### src/rtl/eos_param.sv
// Egress metadata scheduler: CQF queue pair, token-bucket shaped queue and
// best-effort queues served by strict priority into a registered output.
`timescale 1ns/1ps
module eos_param #(
    parameter int NUM_Q      = 4,
    parameter int MD_W       = 8,
    parameter int LEN_W      = 11,
    parameter int FIFO_DEPTH = 16,
    parameter int TICK_CYC   = 256
) (
    input  logic                                      clk,
    input  logic                                      rst,
    input  logic [MD_W-1:0]                           in_md,
    input  logic [LEN_W-1:0]                          in_md_len,
    input  logic [$clog2(NUM_Q)-1:0]                  in_md_qid,
    input  logic                                      in_md_wr,
    input  logic                                      in_time_slot_flag,
    input  logic [15:0]                               in_rate_limit,
    input  logic [15:0]                               in_depth_limit,
    input  logic                                      in_ready,
    output logic [MD_W-1:0]                           out_md,
    output logic                                      out_md_wr,
    output logic [NUM_Q*($clog2(FIFO_DEPTH)+1)-1:0]   out_q_used,
    output logic [31:0]                               out_drop_cnt,
    output logic [63:0]                               out_mdin_cnt,
    output logic [63:0]                               out_mdout_cnt
);
    localparam int AW = $clog2(FIFO_DEPTH);
    localparam int QW = $clog2(NUM_Q);
    localparam int EW = LEN_W + MD_W;
    localparam int TW = (TICK_CYC > 1) ? $clog2(TICK_CYC) : 1;

    logic              slot_q;
    logic [EW-1:0]     mem [NUM_Q][FIFO_DEPTH];
    logic [AW-1:0]     wr_ptr [NUM_Q];
    logic [AW-1:0]     rd_ptr [NUM_Q];
    logic [AW:0]       used [NUM_Q];
    logic [15:0]       tokens;
    logic [TW-1:0]     tick_cnt;
    logic              tick;
    logic [QW-1:0]     tx_q;
    logic [QW-1:0]     enq_q;
    logic [QW-1:0]     deq_q_p0;
    logic              enq_ok;
    logic              enq_acc;
    logic              deq_vld_p0;
    logic [NUM_Q-1:0]  wr_en;
    logic [NUM_Q-1:0]  rd_en;
    logic [LEN_W-1:0]  q2_len;
    logic [15:0]       tok_used;
    logic [16:0]       tok_sum;
    logic [15:0]       tok_next;

    // Strict-priority pick for this cycle; transmit queue is the one not being filled.
    always_comb begin
        tx_q       = {{(QW-1){1'b0}}, ~slot_q};
        q2_len     = mem[2][rd_ptr[2]][EW-1:MD_W];
        deq_vld_p0 = 1'b0;
        deq_q_p0   = '0;
        if (in_ready) begin
            if (used[tx_q] != '0) begin
                deq_vld_p0 = 1'b1;
                deq_q_p0   = tx_q;
            end else if (used[2] != '0 && tokens >= 16'(q2_len)) begin
                deq_vld_p0 = 1'b1;
                deq_q_p0   = QW'(2);
            end else begin
                for (int k = NUM_Q - 1; k >= 3; k--) begin
                    if (used[k] != '0) begin
                        deq_vld_p0 = 1'b1;
                        deq_q_p0   = QW'(k);
                    end
                end
            end
        end
    end

    // A full queue still accepts a write when it is being read in the same cycle.
    always_comb begin
        enq_q   = (in_md_qid <= QW'(1)) ? {{(QW-1){1'b0}}, slot_q} : in_md_qid;
        enq_ok  = in_md_wr && ({1'b0, in_md_qid} < (QW+1)'(NUM_Q));
        enq_acc = enq_ok && ((used[enq_q] != (AW+1)'(FIFO_DEPTH)) ||
                             (deq_vld_p0 && deq_q_p0 == enq_q));
        wr_en   = '0;
        rd_en   = '0;
        if (enq_acc)    wr_en[enq_q]    = 1'b1;
        if (deq_vld_p0) rd_en[deq_q_p0] = 1'b1;
    end

    // Consume first, then refill, then clamp to the bucket ceiling.
    always_comb begin
        tick     = (tick_cnt == TW'(TICK_CYC - 1));
        tok_used = tokens - ((deq_vld_p0 && deq_q_p0 == QW'(2)) ? 16'(q2_len) : 16'd0);
        tok_sum  = {1'b0, tok_used} + {1'b0, in_rate_limit};
        tok_next = tok_used;
        if (tick) begin
            tok_next = (tok_sum > {1'b0, in_depth_limit}) ? in_depth_limit : tok_sum[15:0];
        end
    end

    always_comb begin
        out_q_used = '0;
        for (int i = 0; i < NUM_Q; i++) begin
            out_q_used[i*(AW+1) +: AW+1] = used[i];
        end
    end

    always_ff @(posedge clk) begin
        if (enq_acc) begin
            mem[enq_q][wr_ptr[enq_q]] <= {in_md_len, in_md};
        end
    end

    always_ff @(posedge clk) begin
        if (rst) begin
            slot_q        <= 1'b0;
            tokens        <= '0;
            tick_cnt      <= '0;
            out_md        <= '0;
            out_md_wr     <= 1'b0;
            out_drop_cnt  <= '0;
            out_mdin_cnt  <= '0;
            out_mdout_cnt <= '0;
            for (int i = 0; i < NUM_Q; i++) begin
                wr_ptr[i] <= '0;
                rd_ptr[i] <= '0;
                used[i]   <= '0;
            end
        end else begin
            slot_q    <= in_time_slot_flag;
            tokens    <= tok_next;
            tick_cnt  <= tick ? '0 : tick_cnt + 1'b1;
            out_md_wr <= deq_vld_p0;
            if (deq_vld_p0) begin
                out_md        <= mem[deq_q_p0][rd_ptr[deq_q_p0]][MD_W-1:0];
                out_mdout_cnt <= out_mdout_cnt + 64'd1;
            end
            if (enq_acc) out_mdin_cnt <= out_mdin_cnt + 64'd1;
            if (in_md_wr && !enq_acc && out_drop_cnt != '1) out_drop_cnt <= out_drop_cnt + 32'd1;
            for (int i = 0; i < NUM_Q; i++) begin
                if (wr_en[i]) wr_ptr[i] <= wr_ptr[i] + 1'b1;
                if (rd_en[i]) rd_ptr[i] <= rd_ptr[i] + 1'b1;
                case ({wr_en[i], rd_en[i]})
                    2'b10:   used[i] <= used[i] + 1'b1;
                    2'b01:   used[i] <= used[i] - 1'b1;
                    default: used[i] <= used[i];
                endcase
            end
        end
    end
endmodule

### config.mk
export PLATFORM = sky130hd
export DESIGN_NAME = eos_param
export DESIGN_NICKNAME = d
export VERILOG_FILES = /design/src/rtl/eos_param.sv
export SDC_FILE = /design/constraint.sdc
export NUM_CORES = 1
export LEC_CHECK = 0
export CORE_ASPECT_RATIO = 0.5
export CORE_MARGIN = 8
export CORE_UTILIZATION = 40
export DETAILED_ROUTE_END_ITERATION = 7
export DONT_BUFFER_PORTS = 1
export GPL_ROUTABILITY_DRIVEN = 1
export HOLD_SLACK_MARGIN = 0.12
export PLACE_DENSITY_LB_ADDON = 0.05
export SLEW_MARGIN = 20
export SYNTH_ARGS = -nofsm -noshare
export SYNTH_HDL_FRONTEND = slang
export SYNTH_SLANG_ARGS = --single-unit
### constraint.sdc
create_clock -name clk -period 23.2 [get_ports clk]
set_input_delay 4.64 -clock clk [delete_from_list [all_inputs] [get_ports clk]]
set_output_delay 4.64 -clock clk [all_outputs]
set_load 0.01 [all_outputs]
==> impl_summary.md, run 1 <==
CTS
The number of setup buffers added after CTS is 0. The clock tree buffer depth is 3. The TritonCTS buffer count is 90. The number of buffers inserted by hold repair at cts is 0. The deepest level of the CTS H-tree is 3. TritonCTS built the clock tree. Gates resized during post-CTS repair numbered 0.

Clock-pin slew was measured on the worst setup and hold paths at 0.06 ns. CTS placed an instance of clkbuf_16 at the clock tree root. The number of clock sinks is 934. For the worst-skew pair, the clock arrives at the later sink with an insertion delay of 0.70 ns.

Global route
The global-route wire length before repair is 171900 um. The number of antenna violations at the first check in global routing is 1. Global routing consumed, over all layers together, 20.32% of the routing resources. The fraction of met3 tracks used by global routing is 4.946%. The via count of the first global-routing pass is 25100. Global routing finished with a remaining overflow of 0. The met2 demand-to-capacity share in global routing is 33.13%.

The global routing stage identified its most utilized layer as met2. In the global route stage, met1 resource usage came out at 27.74%. Entering global routing, the biggest net connects 235 pins.

Critical path
The critical path data arrival time is 11.56 ns. The critical path in this run is classified as in2reg. The start point of the critical path is in_ready. The startpoint identified for the worst register-to-register timing path is rd_ptr[2][0].

The worst setup path is captured at a flip-flop. Setup slack on the worst reg-to-reg path comes out at 12.29 ns. STA classifies the critical path startpoint as an input pin. In this run the worst setup path terminates at tokens[0]. In this run the critical register-to-register path is captured at tokens[0]. Counting cells, the worst reg-to-reg path comes to 34. The data required time of the critical path is 23.75 ns. The maximum fanout encountered on the critical timing path is 14.

Timing
Headroom to the max-slew limit came out at 32.62%. The actual slew at the worst max-slew pin is 1.003 ns. The final count of pins violating max slew is 0. The routed design could run at a clock period as short as 11.00 ns. After layout, the worst setup slack is 12.20 ns. The final number of setup-violating endpoints is 0. On the final layout, the worst clock skew is 0.02540 ns.

Dividing the final minimum period by the clock period gives 47.42%. The final-report hold violation count is 0. Setup total negative slack on the finished layout was measured at 0 ns. Setup repair after global routing left no endpoint under its margin. The top achievable clock speed is 90.89 MHz.

Drt
The first-pass iteration count of the detailed router is 6. The post-route DRC violation count is 0. In the routed layout, each cell is associated on average with a via count of 5.623. The routed wire length per instance is 25.60 um.

The number of DRC markers in iteration 0 is 2012. The post-detailed-route count of antenna-violating nets is 0. The final layout contains routed wiring with a total length of 117000 um. The via count of the routed design is 25690.

Place
The routability congestion estimate from global placement is 0.8373. The placed instance area is 0.04203 mm^2. During placement, the flow inserted port buffers numbering 0. After legalization and detailed placement, the total HPWL measured 73540 um. Timing analysis after detailed placement gives a worst setup slack of 11.20 ns.

Floorplanning
In this run the count of I/O pins placed on the die edge is 247. The floorplan core area is 0.1002 mm^2. The starting density of the core is 40.37%. In this run the vertical extent of the chip is 240.9 um.

Row generation in the floorplan step produced 82 rows. The floorplan step defined a die boundary enclosing 0.1122 mm^2. The die is 465.8 um wide.

Synth
The netlist uses 83 different library cells. Summing the sequential cell areas from Yosys gives 64.51% of the chip area. The synthesized design contains 740 enable-type register cells. Sorting the synthesized cells by area gives the leading types as edfxtp_1 55%, dfxtp_1 9.6%, mux4_2 3.1%, nor2_1 2.9%, ha_1 2.7%. The fraction of post-synthesis cell area in the top cell type by area is 54.91%. The post-synthesis async set-or-reset flop share is 0%.

Synthesis produced a netlist whose cell count is 3180. After synthesis the cells add up to 0.04047 mm^2. The most common cell in the netlist is edfxtp_1. The largest total area in the synthesized netlist belongs to edfxtp_1. In the synthesized netlist the dominant register cell turns out to be edfxtp_1. The synthesis warning total is 0. Each instance of the synthesized netlist takes up on average 12.73 um^2. The net count after synthesis is 3330.

The post-synthesis register bit count is 934. After synthesis, the most frequently instantiated cells are 740 x edfxtp_1, 315 x nor2_1, 285 x nand2_1, 194 x dfxtp_1, 168 x nand3_1.

Power and ir drop
Dividing total power by cell area gives a power density of 97.88 mW/mm^2. The leakage power total is 14.89 nW. IR analysis of the VDD net gives a maximum drop of 0.1113 mV.

Layout
The final layout contains 3301 nets. Once layout is done, the placed cells without fillers occupy 0.04492 mm^2. The area added between synthesis and finish is 11.01%. The share of layout cells above drive strength 1 is 9.150%.

Hold path
The worst hold path belongs to the class reg2reg. The worst hold path begins at tick_cnt[0].

Status
The flow ran to the end, and the final reports show no timing, DRC or antenna violations.

Flow run
The tool flagged a number of max-cap violations equal to 0.
[area by class of cell]
| type | instances | area (um^2) |
|---|---|---|
| Inverter | 100 | 380.4 |
| Sequential cell | 934 | 26110 |
| Timing Repair Buffer | 42 | 315.3 |
| Fill cell | 9054 | 55320 |
| Clock buffer | 114 | 2402 |
| Antenna cell | 1 | 2.502 |
| Tap cell | 1344 | 1682 |
| Clock inverter | 51 | 460.4 |
| Multi-Input combinational cell | 1983 | 13580 |
[sequential cells by signal, indices dropped and copies added, names as in the netlist]
register,flops
used,20
out_md,8
mem,688
wr_ptr,16
tokens,16
out_mdin_cnt,64
rd_ptr,16
slot_q,1
out_mdout_cnt,64
tick_cnt,8
out_drop_cnt,32
out_md_wr,1
[worst min-delay path by stage]
stage	to	slack, ns	cells past startpoint
after floorplan	tick_cnt[0]	0.44	1
after global placement	tick_cnt[0]	0.47	1
after detailed placement	tick_cnt[0]	0.47	1
after CTS	tick_cnt[0]	0.48	1
after global routing	tick_cnt[0]	0.51	1
final	tick_cnt[0]	0.48	1
[cell families after synthesis]
group	share of synthesized area, %
muxes	5.204
and+or+nand+nor	12.32
buffers and inverters	2.461
adders and majority gates	2.937
DFF	64.51
xor gates and xnor gates	3.961
AOI/OAI and AO/OA	8.608
[cell usage in the layout (no fill, tap or decap), drive strengths merged, types with 36 or more instances in the layout]
cell	n
edfxtp	740
nor2	316
nand2	285
dfxtp	194
nand3	168
clkbuf	114
a21oi	108
inv	107
a221oi	101
xor2	99
o21ai	96
ha	87
xnor2	84
nor3	79
mux2i	72
mux4	55
buf	42
or3	39
and3	37
nand4	36
[worst max-delay path, cell delays in order]
cell	delay (ns)
inv_1	0.06
a21o_4	0.24
nor3_4	0.54
nand2_1	0.17
ha_1	0.30
nor2b_1	0.13
o21a_1	0.18
o21ai_0	0.24
a21oi_1	0.11
o21ai_0	0.26
a31oi_1	0.16
o41ai_1	0.66
xor2_1	0.24
ha_1	0.44
nand2_1	0.10
nor2_1	0.15
a21oi_1	0.11
a31oi_1	0.27
xor2_1	0.15
ha_1	0.21
or4_1	0.50
a21oi_1	0.12
o211ai_1	0.12
a22oi_2	0.54
buf_4	0.33
mux2_2	0.36
a21oi_1	0.14
nor2_1	0.05
[layer usage]
layer,part of all wire [%],vias up
met1,45,13020
met5,0,-
li1,-,11910
met2,47,621
met4,2.0,0
met3,6.0,147
[where the power goes]
group	leakage, nW	switching (mW)	internal [mW]	total, mW
Clock	1.39	0.670	0.805	1.47
Sequential	8.30	0.0393	1.84	1.87
Combinational	5.20	0.635	0.413	1.05
Total	14.9	1.34	3.05	4.40
[metrics by stage]
stage                     instances  power, mW  utilization, %  hold WS, ns
after detailed placement       4403      2.954           41.93       0.4681
after global routing           4569      4.615           44.82       0.5077
after global placement         4403      2.947           41.93       0.4694
final                          4569      4.397           44.82       0.4828
after CTS                      4568      4.435           44.79       0.4830
after floorplan                3180      2.649               -       0.4426
(Power assumes the default switching activity.)
==> run 2, diff against run 1 <==
clock period = 9.11 ns   (was 23.2 ns; I/O delays follow)
==> run 2 against run 1 <==
  * Die area stayed put
  * Sequential power rose to 2.6 times the previous value
  * Clock power grew to 2.5 times the previous value
  * Clock skew grew 0.0050 ns
  * Final cell count up 0.55%
  * Clock-buffer cell count up 2
  * Worst setup slack worse by 12 ns
  * Critical path depth increased by 9
  * Combinational power increased to 2.7 times the previous value
  * Sequential share of layout area fell by 0.20 points
  * Utilization rose by 0.15 points
  * Power rose to 2.6 times the previous value
  * Critical path type is now reg2reg
  * Critical endpoint unchanged
  * Largest cell class unchanged
  * Highest routed layer is now met5
==> impl_summary.md, run 2 (same netlist as run 1, synthesis figures left out) <==
Status
The flow ran to the end, and the final reports show no timing, DRC or antenna violations.

Place
The routability congestion estimate from global placement is 0.8570. Including well taps, the total number of placed cells is 4423. The count of input and output buffers is 0. At the placement stage, the worst setup path has a slack of 0.3482 ns.

The half-perimeter wire length after detailed placement is 76050 um.

Layout
The area added between synthesis and finish is 11.39%. The share of layout cells above drive strength 1 is 9.821%. Excluding fillers, the count of instances in the completed layout stands at 4594.

The library cell used most frequently in the layout, excluding fill and tap cells, is edfxtp_1. The final net count is 3326. In the layout the commonest cells are 740 x edfxtp_1, 298 x nor2_1, 283 x nand2_1. The number of flip-flops under the largest register name is 688. The number of fill cells is 9081.

Critical path
The data required time of the critical path is 9.67 ns. In this run the worst path has a maximum fanout of 10. The slowest cell on the critical path is mux4_2.

The critical path data arrival time is 9.04 ns. The worst-case register-to-register setup slack is 0.64 ns. In this design, the stage delay of the slowest critical-path cell is 0.50 ns. Broken down by cell family, the worst path's largest delay share belongs to compound AO/OA/AOI/OAI gates. The number of buffers and inverters on the critical path is 2.

The path type of the worst setup path is reg2reg. The kind of end point of the critical path is a flip-flop. STA classifies the critical path startpoint as a flip-flop.

Floorplanning
The number of core rows is 82. The initial utilization of the core area, before any placement, comes to 40.37%. The floorplan step set the die height to 240.9 um. The full die area is 0.1122 mm^2. The count of boundary I/O pins is 247. The floorplan step defined a core boundary enclosing 0.1002 mm^2. From left edge to right edge, the die measures 465.8 um.

CTS
In this run the deepest clock path goes through 3 buffers. After clock tree synthesis, the clock-pin slew on the worst setup and hold paths is 0.06 ns. The cell at the root of the clock tree is clkbuf_16. At the later pin of the worst-skew pair, clock insertion delay measures 0.69 ns. The TritonCTS buffer count is 88. The deepest level of the CTS H-tree is 3. The CTS tree is built. The clock net in this run drives a total of 934 sinks.

Drt
The vias per cell is 5.628. The post-detailed-route count of antenna-violating nets is 0. Wires add up to 119900 um. In the routed design, unresolved DRC markers number 0. For this run, the detailed router's first-pass iteration total came to 5.

The length of routed met2 wiring is 55680 um. The highest layer touched by signal routing is met5. In the detailed route, the total length drawn on met3 is 7269 um. The length of routed wiring on met1 is 54950 um. The routed wire length per instance is 26.11 um. The number of DRC markers in iteration 0 is 2222. The via count of the routed design is 25850.

Timing
The final number of setup-violating endpoints is 0. The final critical delay including setup and external delays is 8.474 ns. The final cycle utilization of the critical path is 93.01%. For the pin with the worst max-slew slack, the measured transition is 1.118 ns. The final-report hold violation count came to 0. The final count of pins violating max slew is 0.

The worst-case headroom to the max-slew limit is 23.54%. The worst clock skew is 0.03038 ns. The final setup TNS is 0 ns. The hold slack is 0.4958 ns. The top achievable clock speed is 118.0 MHz. The final worst setup slack is 0.6365 ns. Setup repair after global routing left no endpoint under its margin.

Power and ir drop
The fraction of power consumed by the clock network is 32.7%. The power density over cell area is 249.3 mW/mm^2. The switching power total is 3.421 mW. The switching share of power is 30.44%.

Registers are responsible for 42.5% of the overall power. Combinational logic burns 24.8% of the power. The analysis attributes to cell leakage a power of 15.02 nW.

The internal power of the cells totals 7.818 mW. Across the VDD grid, the largest voltage drop is 0.2456 mV.

Global route
The maximum number of pins on one net before global-route repair is 235. The sum of overflow across all layers after global routing is 0. The combined global-route utilization of all metal layers is 20.80%. The global-route wire length before repair is 175800 um.

The number of antenna violations at the first check in global routing came to 3. The via count of the first global-routing pass was 25330.

Hold path
The classification of the worst-slack hold path is reg2reg.

Flow run
The max capacitance violation total is 0.
-- run 2: cell count changes in the layout (fill, tap and decap cells not counted), moves of 3 or more --
cell | previous run | this run
nor2_2 | 7 | 16
clkinv_2 | 11 | 14
nor2_4 | 12 | 2
clkbuf_1 | 18 | 21
buf_4 | 42 | 63
buf_12 | 0 | 4
-- run 2: final timing paths --
| kind | start | end | depth (start not counted) |
|---|---|---|---|
| max reg2reg | rd_ptr[2][0] | tokens[0] | 37 |
| min | tick_cnt[0] | tick_cnt[0] | 1 |
| min reg2reg | tick_cnt[0] | tick_cnt[0] | 1 |
| max | rd_ptr[2][0] | tokens[0] | 37 |
-- run 2: final cells by class --
cell class / count / area [um^2] / share of cell area [%]
Clock buffer: 116 / 2389 / 5.299
Multi-Input combinational cell: 1983 / 13530 / 30.02
Tap cell: 1344 / 1682 / 3.730
Sequential cell: 934 / 26110 / 57.91
Clock inverter: 46 / 397.9 / 0.8826
Inverter: 100 / 380.4 / 0.8438
Antenna cell: 2 / 5.005 / 0.01110
Timing Repair Buffer: 69 / 589.3 / 1.307
-- run 2: what timing repair did --
item	4_1_cts	5_1_grt
hold endpoints to repair	0	0
buffers inserted	0	6
endpoints found under the setup margin	0	16
hold buffers	0	0
gates resized for setup	0	8
-- run 2: power groups by stage --
stage | logic (mW) | clock network [mW] | registers [mW]
after floorplan | 1.94 | 0 | 4.82
after global placement | 2.70 | 0 | 4.87
after detailed placement | 2.71 | 0 | 4.87
after CTS | 2.72 | 3.77 | 4.78
after global routing | 3.08 | 3.93 | 4.78
final | 2.79 | 3.68 | 4.77
-- run 2: metrics by stage --
step                      util (%)  power, mW  area [um^2]
after detailed placement     42.10      7.579        42200
after global routing         44.97      11.79        45080
after CTS                    44.87      11.27        44980
after global placement       42.08      7.573        42180
after floorplan                  -      6.751        40480
final                        44.97      11.24        45080
-- run 2: per-layer routing --
metal / track usage (%) / up-vias
met3: 4.568 / 128
met2: 33.47 / 617
met4: 4.085 / 2
li1: - / 11950
met5: 0 / -
met1: 29.23 / 13160
